`config.mk`:
```
export PLATFORM = sky130hd
export DESIGN_NAME = pixel_write_buffer
export DESIGN_NICKNAME = d
export VERILOG_FILES = /design/src/rtl/pixel_write_buffer.sv
export SDC_FILE = /design/constraint.sdc
export NUM_CORES = 1
export LEC_CHECK = 0
export ABC_CLOCK_PERIOD_IN_PS = 11000
export BUFFER_PORTS_ARGS = -buffer_cell sky130_fd_sc_hd__buf_2
export CAP_MARGIN = 20
export CORE_ASPECT_RATIO = 2
export CORE_UTILIZATION = 55
export CTS_CLUSTER_DIAMETER = 120
export DETAILED_ROUTE_END_ITERATION = 10
export PLACE_DENSITY = 0.73
export SLEW_MARGIN = 15
export SYNTH_ARGS = -nofsm -noshare
export SYNTH_HDL_FRONTEND = slang
export SYNTH_SLANG_ARGS = --single-unit
```
`constraint.sdc`:
```
create_clock -name clock -period 11 [get_ports clock]
set_input_delay 0 -clock clock [delete_from_list [all_inputs] [get_ports clock]]
set_output_delay 0 -clock clock [all_outputs]
set_load 0.01 [all_outputs]
```
`src/rtl/pixel_write_buffer.sv`:
```
// pixel_write_buffer
//   Receives pixel plots from the sprite drawers and queues them in a small FIFO.
//   Each pixel's (x,y) becomes a linear 320x240 framebuffer address, and the
//   pixel is written to video RAM through a valid/ready handshake. On request,
//   the block also sweeps the whole screen with CLEAR_COLOR.
//
// Ports
//   clock, reset          : system clock (rising edge), async active-high reset
//   plot/xCoord/yCoord/color : pixel strobe and payload, one pixel per high cycle
//   clear_req             : single-cycle full-screen clear request
//   mem_addr/mem_data     : framebuffer write address (y*320+x) and colour
//   mem_we / mem_ready    : write valid / memory accepts this cycle
//   fifo_full             : FIFO holds DEPTH entries
//   overflow              : sticky, an in-range plot was dropped
//   busy                  : sweeping, FIFO non-empty or a write outstanding
//   clear_done            : one-cycle pulse at the end of a sweep
module pixel_write_buffer #(
    parameter int unsigned DEPTH       = 8,
    parameter int unsigned X_MAX       = 320,
    parameter int unsigned Y_MAX       = 240,
    parameter logic [2:0]  CLEAR_COLOR = 3'b111
) (
    input  logic        clock,
    input  logic        reset,
    input  logic        plot,
    input  logic [8:0]  xCoord,
    input  logic [7:0]  yCoord,
    input  logic [2:0]  color,
    input  logic        clear_req,
    output logic [16:0] mem_addr,
    output logic [2:0]  mem_data,
    output logic        mem_we,
    input  logic        mem_ready,
    output logic        fifo_full,
    output logic        overflow,
    output logic        busy,
    output logic        clear_done
);

    localparam int unsigned AW = $clog2(DEPTH);
    localparam int unsigned CW = AW + 1;
    localparam logic [CW-1:0] FULL_CNT  = CW'(DEPTH);
    localparam logic [16:0]   LAST_ADDR = 17'(X_MAX * Y_MAX - 1);

    typedef enum logic [1:0] {
        StRun,
        StClearWait,
        StClear
    } state_e;

    state_e        r_state;
    logic [16:0]   r_addr;
    logic [2:0]    r_data;
    logic          r_we;
    logic          r_clear_done;
    logic          r_overflow;

    // FIFO entry layout: {x[8:0], y[7:0], color[2:0]}
    logic [19:0]   r_mem [DEPTH];
    logic [AW-1:0] r_wptr;
    logic [AW-1:0] r_rptr;
    logic [CW-1:0] r_count;

    logic          w_in_range;
    logic          w_full;
    logic          w_empty;
    logic          w_flush;
    logic          w_push;
    logic          w_pop;
    logic          w_xfer;
    logic          w_out_free;
    logic [19:0]   w_head;
    logic [8:0]    w_head_x;
    logic [7:0]    w_head_y;
    logic [16:0]   w_head_addr;

    assign w_in_range = (32'(xCoord) < X_MAX) && (32'(yCoord) < Y_MAX);
    assign w_full     = (r_count == FULL_CNT);
    assign w_empty    = (r_count == '0);
    // A clear request in RUN discards everything queued, including this cycle's push.
    assign w_flush    = (r_state == StRun) && clear_req;
    assign w_push     = plot && w_in_range && !w_full && !w_flush;
    assign w_xfer     = r_we && mem_ready;
    assign w_out_free = !r_we || mem_ready;
    assign w_pop      = (r_state == StRun) && !clear_req && !w_empty && w_out_free;

    assign w_head      = r_mem[r_rptr];
    assign w_head_x    = w_head[19:11];
    assign w_head_y    = w_head[10:3];
    // y*320 + x as shifts, kept at full 17-bit width
    assign w_head_addr = {1'b0, w_head_y, 8'b0} + {3'b0, w_head_y, 6'b0} + {8'b0, w_head_x};

    // FIFO pointers, occupancy and sticky overflow
    always_ff @(posedge clock or posedge reset) begin
        if (reset) begin
            r_wptr     <= '0;
            r_rptr     <= '0;
            r_count    <= '0;
            r_overflow <= 1'b0;
        end else begin
            // Dropped for lack of room, even if a pop frees a slot this same edge
            if (plot && w_in_range && w_full) begin
                r_overflow <= 1'b1;
            end
            if (w_flush) begin
                r_wptr  <= '0;
                r_rptr  <= '0;
                r_count <= '0;
            end else begin
                if (w_push) begin
                    r_wptr <= r_wptr + 1'b1;
                end
                if (w_pop) begin
                    r_rptr <= r_rptr + 1'b1;
                end
                r_count <= r_count + CW'(w_push) - CW'(w_pop);
            end
        end
    end

    always_ff @(posedge clock) begin
        if (w_push) begin
            r_mem[r_wptr] <= {xCoord, yCoord, color};
        end
    end

    // Control FSM and the registered write port
    always_ff @(posedge clock or posedge reset) begin
        if (reset) begin
            r_state      <= StRun;
            r_addr       <= '0;
            r_data       <= '0;
            r_we         <= 1'b0;
            r_clear_done <= 1'b0;
        end else begin
            r_clear_done <= 1'b0;
            unique case (r_state)
                StRun: begin
                    if (clear_req) begin
                        if (w_out_free) begin
                            r_state <= StClear;
                            r_addr  <= '0;
                            r_data  <= CLEAR_COLOR;
                            r_we    <= 1'b1;
                        end else begin
                            r_state <= StClearWait;
                        end
                    end else if (w_pop) begin
                        r_addr <= w_head_addr;
                        r_data <= w_head[2:0];
                        r_we   <= 1'b1;
                    end else if (w_xfer) begin
                        r_we <= 1'b0;
                    end
                end
                StClearWait: begin
                    // Let the stalled pixel go out, then start the sweep at 0
                    if (w_xfer) begin
                        r_state <= StClear;
                        r_addr  <= '0;
                        r_data  <= CLEAR_COLOR;
                        r_we    <= 1'b1;
                    end
                end
                StClear: begin
                    if (w_xfer) begin
                        if (r_addr == LAST_ADDR) begin
                            r_state      <= StRun;
                            r_we         <= 1'b0;
                            r_clear_done <= 1'b1;
                        end else begin
                            r_addr <= r_addr + 17'd1;
                        end
                    end
                end
                default: begin
                    r_state <= StRun;
                    r_we    <= 1'b0;
                end
            endcase
        end
    end

    assign mem_addr   = r_addr;
    assign mem_data   = r_data;
    assign mem_we     = r_we;
    assign fifo_full  = w_full;
    assign overflow   = r_overflow;
    assign clear_done = r_clear_done;
    assign busy       = (r_state != StRun) || !w_empty || r_we;

endmodule
```
# Yosys cells after proc, flatten, opt, wreduce, memory -nomap -nowiden
# Memories as Yosys holds them, arrays and structs flattened.
# Cells that the tools add are included.
# totals
ff_bits	35
latchBits	0
ramBits	160
mem_bits_ro	0
in_bits	25
n_memories	1
# classes
n_addsub	7
mul	0
n_div	0
magnitude_cmp	2
n_eq_ne	12
shift	0
mux	36
bitwise	0
n_reduce_logical	29
# memory_table
memory	depth	word_bits	rd	rd_ports_with_merged_regs	write_ports	line	rtl
r_mem	8	20	1	0	1	59	logic [19:0] r_mem [DEPTH];
# op_table
operator	count
$mux 17	6
$pmux 17 s3	1
$mux 3	8
$add 16x14->17	1
$add 17x1->17 const B	1
$add 17x9->17	1
$eq 17x17->1 const B	1
$mux 1	12
$logic_and 1x1->1	10
$mux 2	5
$ne 2x2->1 const B	5
$lt 9x9->1 const B	1
$lt 8x8->1 const B	1
$reduce_and 4->1	2
$reduce_bool 2->1	4
$add 3x1->3 const B	2
$ne 3x3->1 const B	2
$pmux 2 s3	1
$pmux 3 s2	1
$reduce_and 6->1	1
$logic_not 1->1	5
$reduce_and 5->1	1
$add 4x1->4	1
$eq 4x4->1 const B	1
10 further kinds	12

# Depth between registers and ports, before layout
# logic_depth
ltp_word	8
depth_mapped	16

# Least setup slack after synthesis
# Ideal clock, no wire load.
# synth_timing
kind	register to register
startpoint	reg r_rptr[0]
endpoint	reg r_addr[13], in the netlist mem_addr[13]
t_arrival_ns	3.663
required_ns	10.934
setup_slack_ns	7.271
path_stages_with_launch	16
n_path_buf	3
cell_sequence	dfrtp_1 > buf_2 > buf_2 > buf_2 > mux4_2 > mux2_2 > ha_1 > ha_1 > inv_1 > fa_1 > nor2b_1 > o31a_1 > o21ai_0 > a211o_1 > nand3_1 > a22o_1
# synth_between
elab_chain_cells	6
# synth_lines
element	line	rtl
start, declared	61	logic [AW-1:0] r_rptr;
start signal, assigned	114	r_rptr <= r_rptr + 1'b1;
$mem_v2 8x20 (*)	--	
$add 16x14->17	91	assign w_head_addr = {1'b0, w_head_y, 8'b0} + {3'b0, w_head_y, 6'b0} + {8'b0, w_head_x};
$add 17x9->17 (*)	91	
$mux 17 (*)	148	end else if (w_pop) begin
$mux 17 (*)	139	if (clear_req) begin
$pmux 17 s3 (*)	137	unique case (r_state)
end signal, assigned	149	r_addr <= w_head_addr;
end signal, assigned	172	r_addr <= r_addr + 17'd1;
end, declared	52	logic [16:0] r_addr;
# Every way passes the cells marked *; elsewhere a longest branch is shown, timed or not. The select of a mux whose other input is x is not followed.
# A chain may end at the register's enable or synchronous reset.

# Final worst setup path
# Ends and elaborated chain as after synthesis.

==> results.json <==
{
  "drive_gt1_share_pct": 24.73,
  "tightest_slew_ns": 1.078,
  "grt_pass1_vias": 5242,
  "rsz0062_at_grt": "no",
  "yosysSeqAreaShare_pct": 65.79,
  "synth-seq-cells": 195,
  "p_seq_share_pct": 37.5,
  "gp_congestion": 0.8632,
  "p_sw_share_pct": 35.36,
  "final_cells": 837,
  "intPower_mw": 1.638,
  "post_cts_resized": 0,
  "clk_path_buf_depth": 2,
  "io_buffers": 49,
  "peakVddDrop_uv": 195.9,
  "setup_viol": 0,
  "cts_tree": "done",
  "cts_buffers": 17,
  "drt_iter0_drc": 260,
  "h-tree-depth": 4,
  "critPathCaptureType": "register",
  "antenna_left": 0,
  "fin_setup_tns_ns": 0,
  "ioPinCount": 50,
  "clockPowerShare_pct": 23.0,
  "drtPass1Iterations": 6,
  "grt_pass1_wl_um": 27970,
  "yosys-top-cells-area": "edfxtp_1 56%, mux4_2 10%, dfrtp_1 10%, ha_1 4.1%, o21ai_0 1.7%",
  "fmax_ghz": 0.2541,
  "cp_top_family": "adder cells",
  "syn-instance-count": 543,
  "grt-ovfl-total": 0,
  "cp-start-kind": "register",
  "synth.most_common_cell": "edfxtp_1",
  "slowest_delay_ns": 0.62,
  "grt_max_degree": 43,
  "required_ns": 11.38,
  "grt_use_total_pct": 23.50,
  "synth_enable_flop_cells": 160,
  "crit_slowest_cell": "buf_4",
  "initial_utilization_pct": 56.45,
  "area_growth_pct": 15.26,
  "synth_top_area_share_pct": 55.64,
  "period_share_pct": 35.78,
  "final_util_pct": 65.07,
  "maxCapViolCount": 0,
  "root_buffer": "clkbuf_16",
  "die_h_um": 179.2,
  "synthesis.nets": 599,
  "synth_cell_types": 60,
  "period_minus_slack_ns": 3.936,
  "vias": 5061,
  "power.density_nw_per_um2": 254.7,
  "route.detailed.drc": 0,
  "clkTransAtPathRegs_ns": 0.07,
  "async_flop_share_pct": 17.95,
  "status": "completed",
  "die_area_um2": 16230,
  "final_nets": 682,
  "power.leakage_nw": 3.533,
  "path_cells": "buf_4 > mux4_2 > mux2i_1 > fa_1 > fa_1 > nor2b_1 > o31a_1 > o21ai_0 > a211o_1 > nand3_1 > a22o_1",
  "cp_max_fo": 42,
  "synth_warnings": 0,
  "multi_input_area_um2": 2804,
  "postCtsSetupBuffers": 0,
  "antenna_found_initial": 0,
  "avgSynthCellArea_um2": 15.90,
  "dp_cells": 781,
  "final_max_slew_viol_count": 0,
  "dp_hpwl_um": 11170,
  "synth_flop_cell": "edfxtp_1",
  "viasPerCell": 6.047,
  "routed_wirelength_um": 17750,
  "synth_top_cell_by_area": "edfxtp_1",
  "slew_headroom_pct": 27.97,
  "p_switching_mw": 0.8963,
  "insertion_delay_ns": 0.43,
  "avgRoutedWirePerCell_um": 21.21,
  "combPwrFrac_pct": 39.5,
  "seqCellArea_um2": 5682,
  "diodes": 0,
  "cp.arrival_ns": 4.31,
  "fill_cells": 1084,
  "fin_hold_ws_ns": 0.2162,
  "hp-class": "input port to async pin",
  "yosys-top-cells-count": "160 x edfxtp_1, 40 x mux4_2, 38 x nor2_1",
  "dieWidth_um": 90.60,
  "clkSinkCount": 195,
  "core-area_um2": 15290,
  "path_class": "register to register",
  "cp_common_cell": "fa_1",
  "hold_viol_final": 0,
  "cp_num_buf_inv": 1,
  "fin_worst_skew_ns": 0.01032,
  "syn_area_um2": 8635,
  "rows": 64
}
sequential cells by signal, indices dropped and copies added (netlist names), 2 cells and up:
register	count
mem_data	3
mem_addr	17
r_state	2
r_mem	160
r_rptr	3
r_count	4
r_wptr	3
final cells by class:
cell class,count,share of cell area [%]
sequential,195,57.09
clock inverter,14,1.282
inverter,21,0.7921
multi-input combinational,305,28.17
clock buffer,18,4.312
tap,198,2.489
timing repair buffer,86,5.859
stage by stage:
| step | area (um2) | total power, mW | setup slack, ns |
|---|---|---|---|
| global placement | 9155 | 1.922 | 7.103 |
| detailed placement | 9155 | 1.959 | 7.026 |
| floorplan | 8635 | 1.694 | 7.271 |
| CTS | 9952 | 2.552 | 7.002 |
| global route | 9952 | 2.699 | 6.810 |
| finish | 9952 | 2.535 | 7.064 |
path summary, 6_finish.rpt:
| kind | from | endpoint | slack [ns] | cells past startpoint |
|---|---|---|---|---|
| min reg2reg | overflow$_DFFE_PP0P_ | overflow$_DFFE_PP0P_ | 0.46 | 1 |
| max reg2reg | r_rptr[0]$_DFFE_PP0P_ | mem_addr[13]$_DFFE_PP0P_ | 7.06 | 11 |
| max in group asynchronous | reset | r_rptr[0]$_DFFE_PP0P_ | 10.41 | 4 |
| min | reset | r_count[0]$_DFF_PP0_ | 0.22 | 4 |
| max | r_rptr[0]$_DFFE_PP0P_ | mem_addr[13]$_DFFE_PP0P_ | 7.06 | 11 |
| min in group clock | mem_ready | r_state[0]$_DFFE_PP0P_ | 0.37 | 3 |
worst reg2reg max path: cells and delay by family, from the launching register on:
family | cells | cell delay (ns)
DFF | 1 | 0.34
AOI/OAI and AO/OA | 4 | 0.72
adders and majority gates | 2 | 0.98
and+or+nand+nor | 2 | 0.26
muxes | 2 | 0.96
buffers and inverters | 1 | 0.62
routing by layer:
metal,global-route usage [%],vias to the layer above,routed length (um)
li1,-,2287,-
met1,26.72,2612,6828
met2,42.68,127,9684
met3,3.393,35,622
met4,12.16,0,616
met5,0,-,0
cell families (layout without fill, tap and decap cells):
logic type	Yosys count	in the layout	share of synthesized area (%)
compound gates	88	88	6.695
xor+xnor	10	10	1.014
fa+ha+maj	31	31	4.753
buf+inv	43	139	2.029
flops	195	195	65.79
mux	63	63	13.24
simple gates	113	113	6.477
layout by cell type (no fill, tap or decap), types with 9 or more instances in the layout:
cell,count
dfrtp_1,34
dlygate4sd3_1,24
clkbuf_16,17
edfxtp_1,160
nand2_1,25
ha_1,28
buf_2,49
a21oi_1,15
nor2_1,32
mux2_2,10
o21ai_0,29
buf_4,13
inv_1,21
mux2i_1,13
mux4_2,40
nand3_1,9
power by group through the flow:
stage / Sequential (mW) / Combinational (mW) / Clock, mW
after floorplan: 0.964 / 0.730 / 0
after global placement: 0.960 / 0.962 / 0
after detailed placement: 0.966 / 0.993 / 0
after CTS: 0.951 / 1.01 / 0.594
after global routing: 0.960 / 1.12 / 0.621
final: 0.951 / 1.00 / 0.584
what timing repair did:
item | in CTS | in global routing
hold endpoints to repair | 200 | 0
hold buffers | 24 | 0
setup endpoints to repair | 0 | 0
No activity file was read; power rests on OpenSTA's default activity.
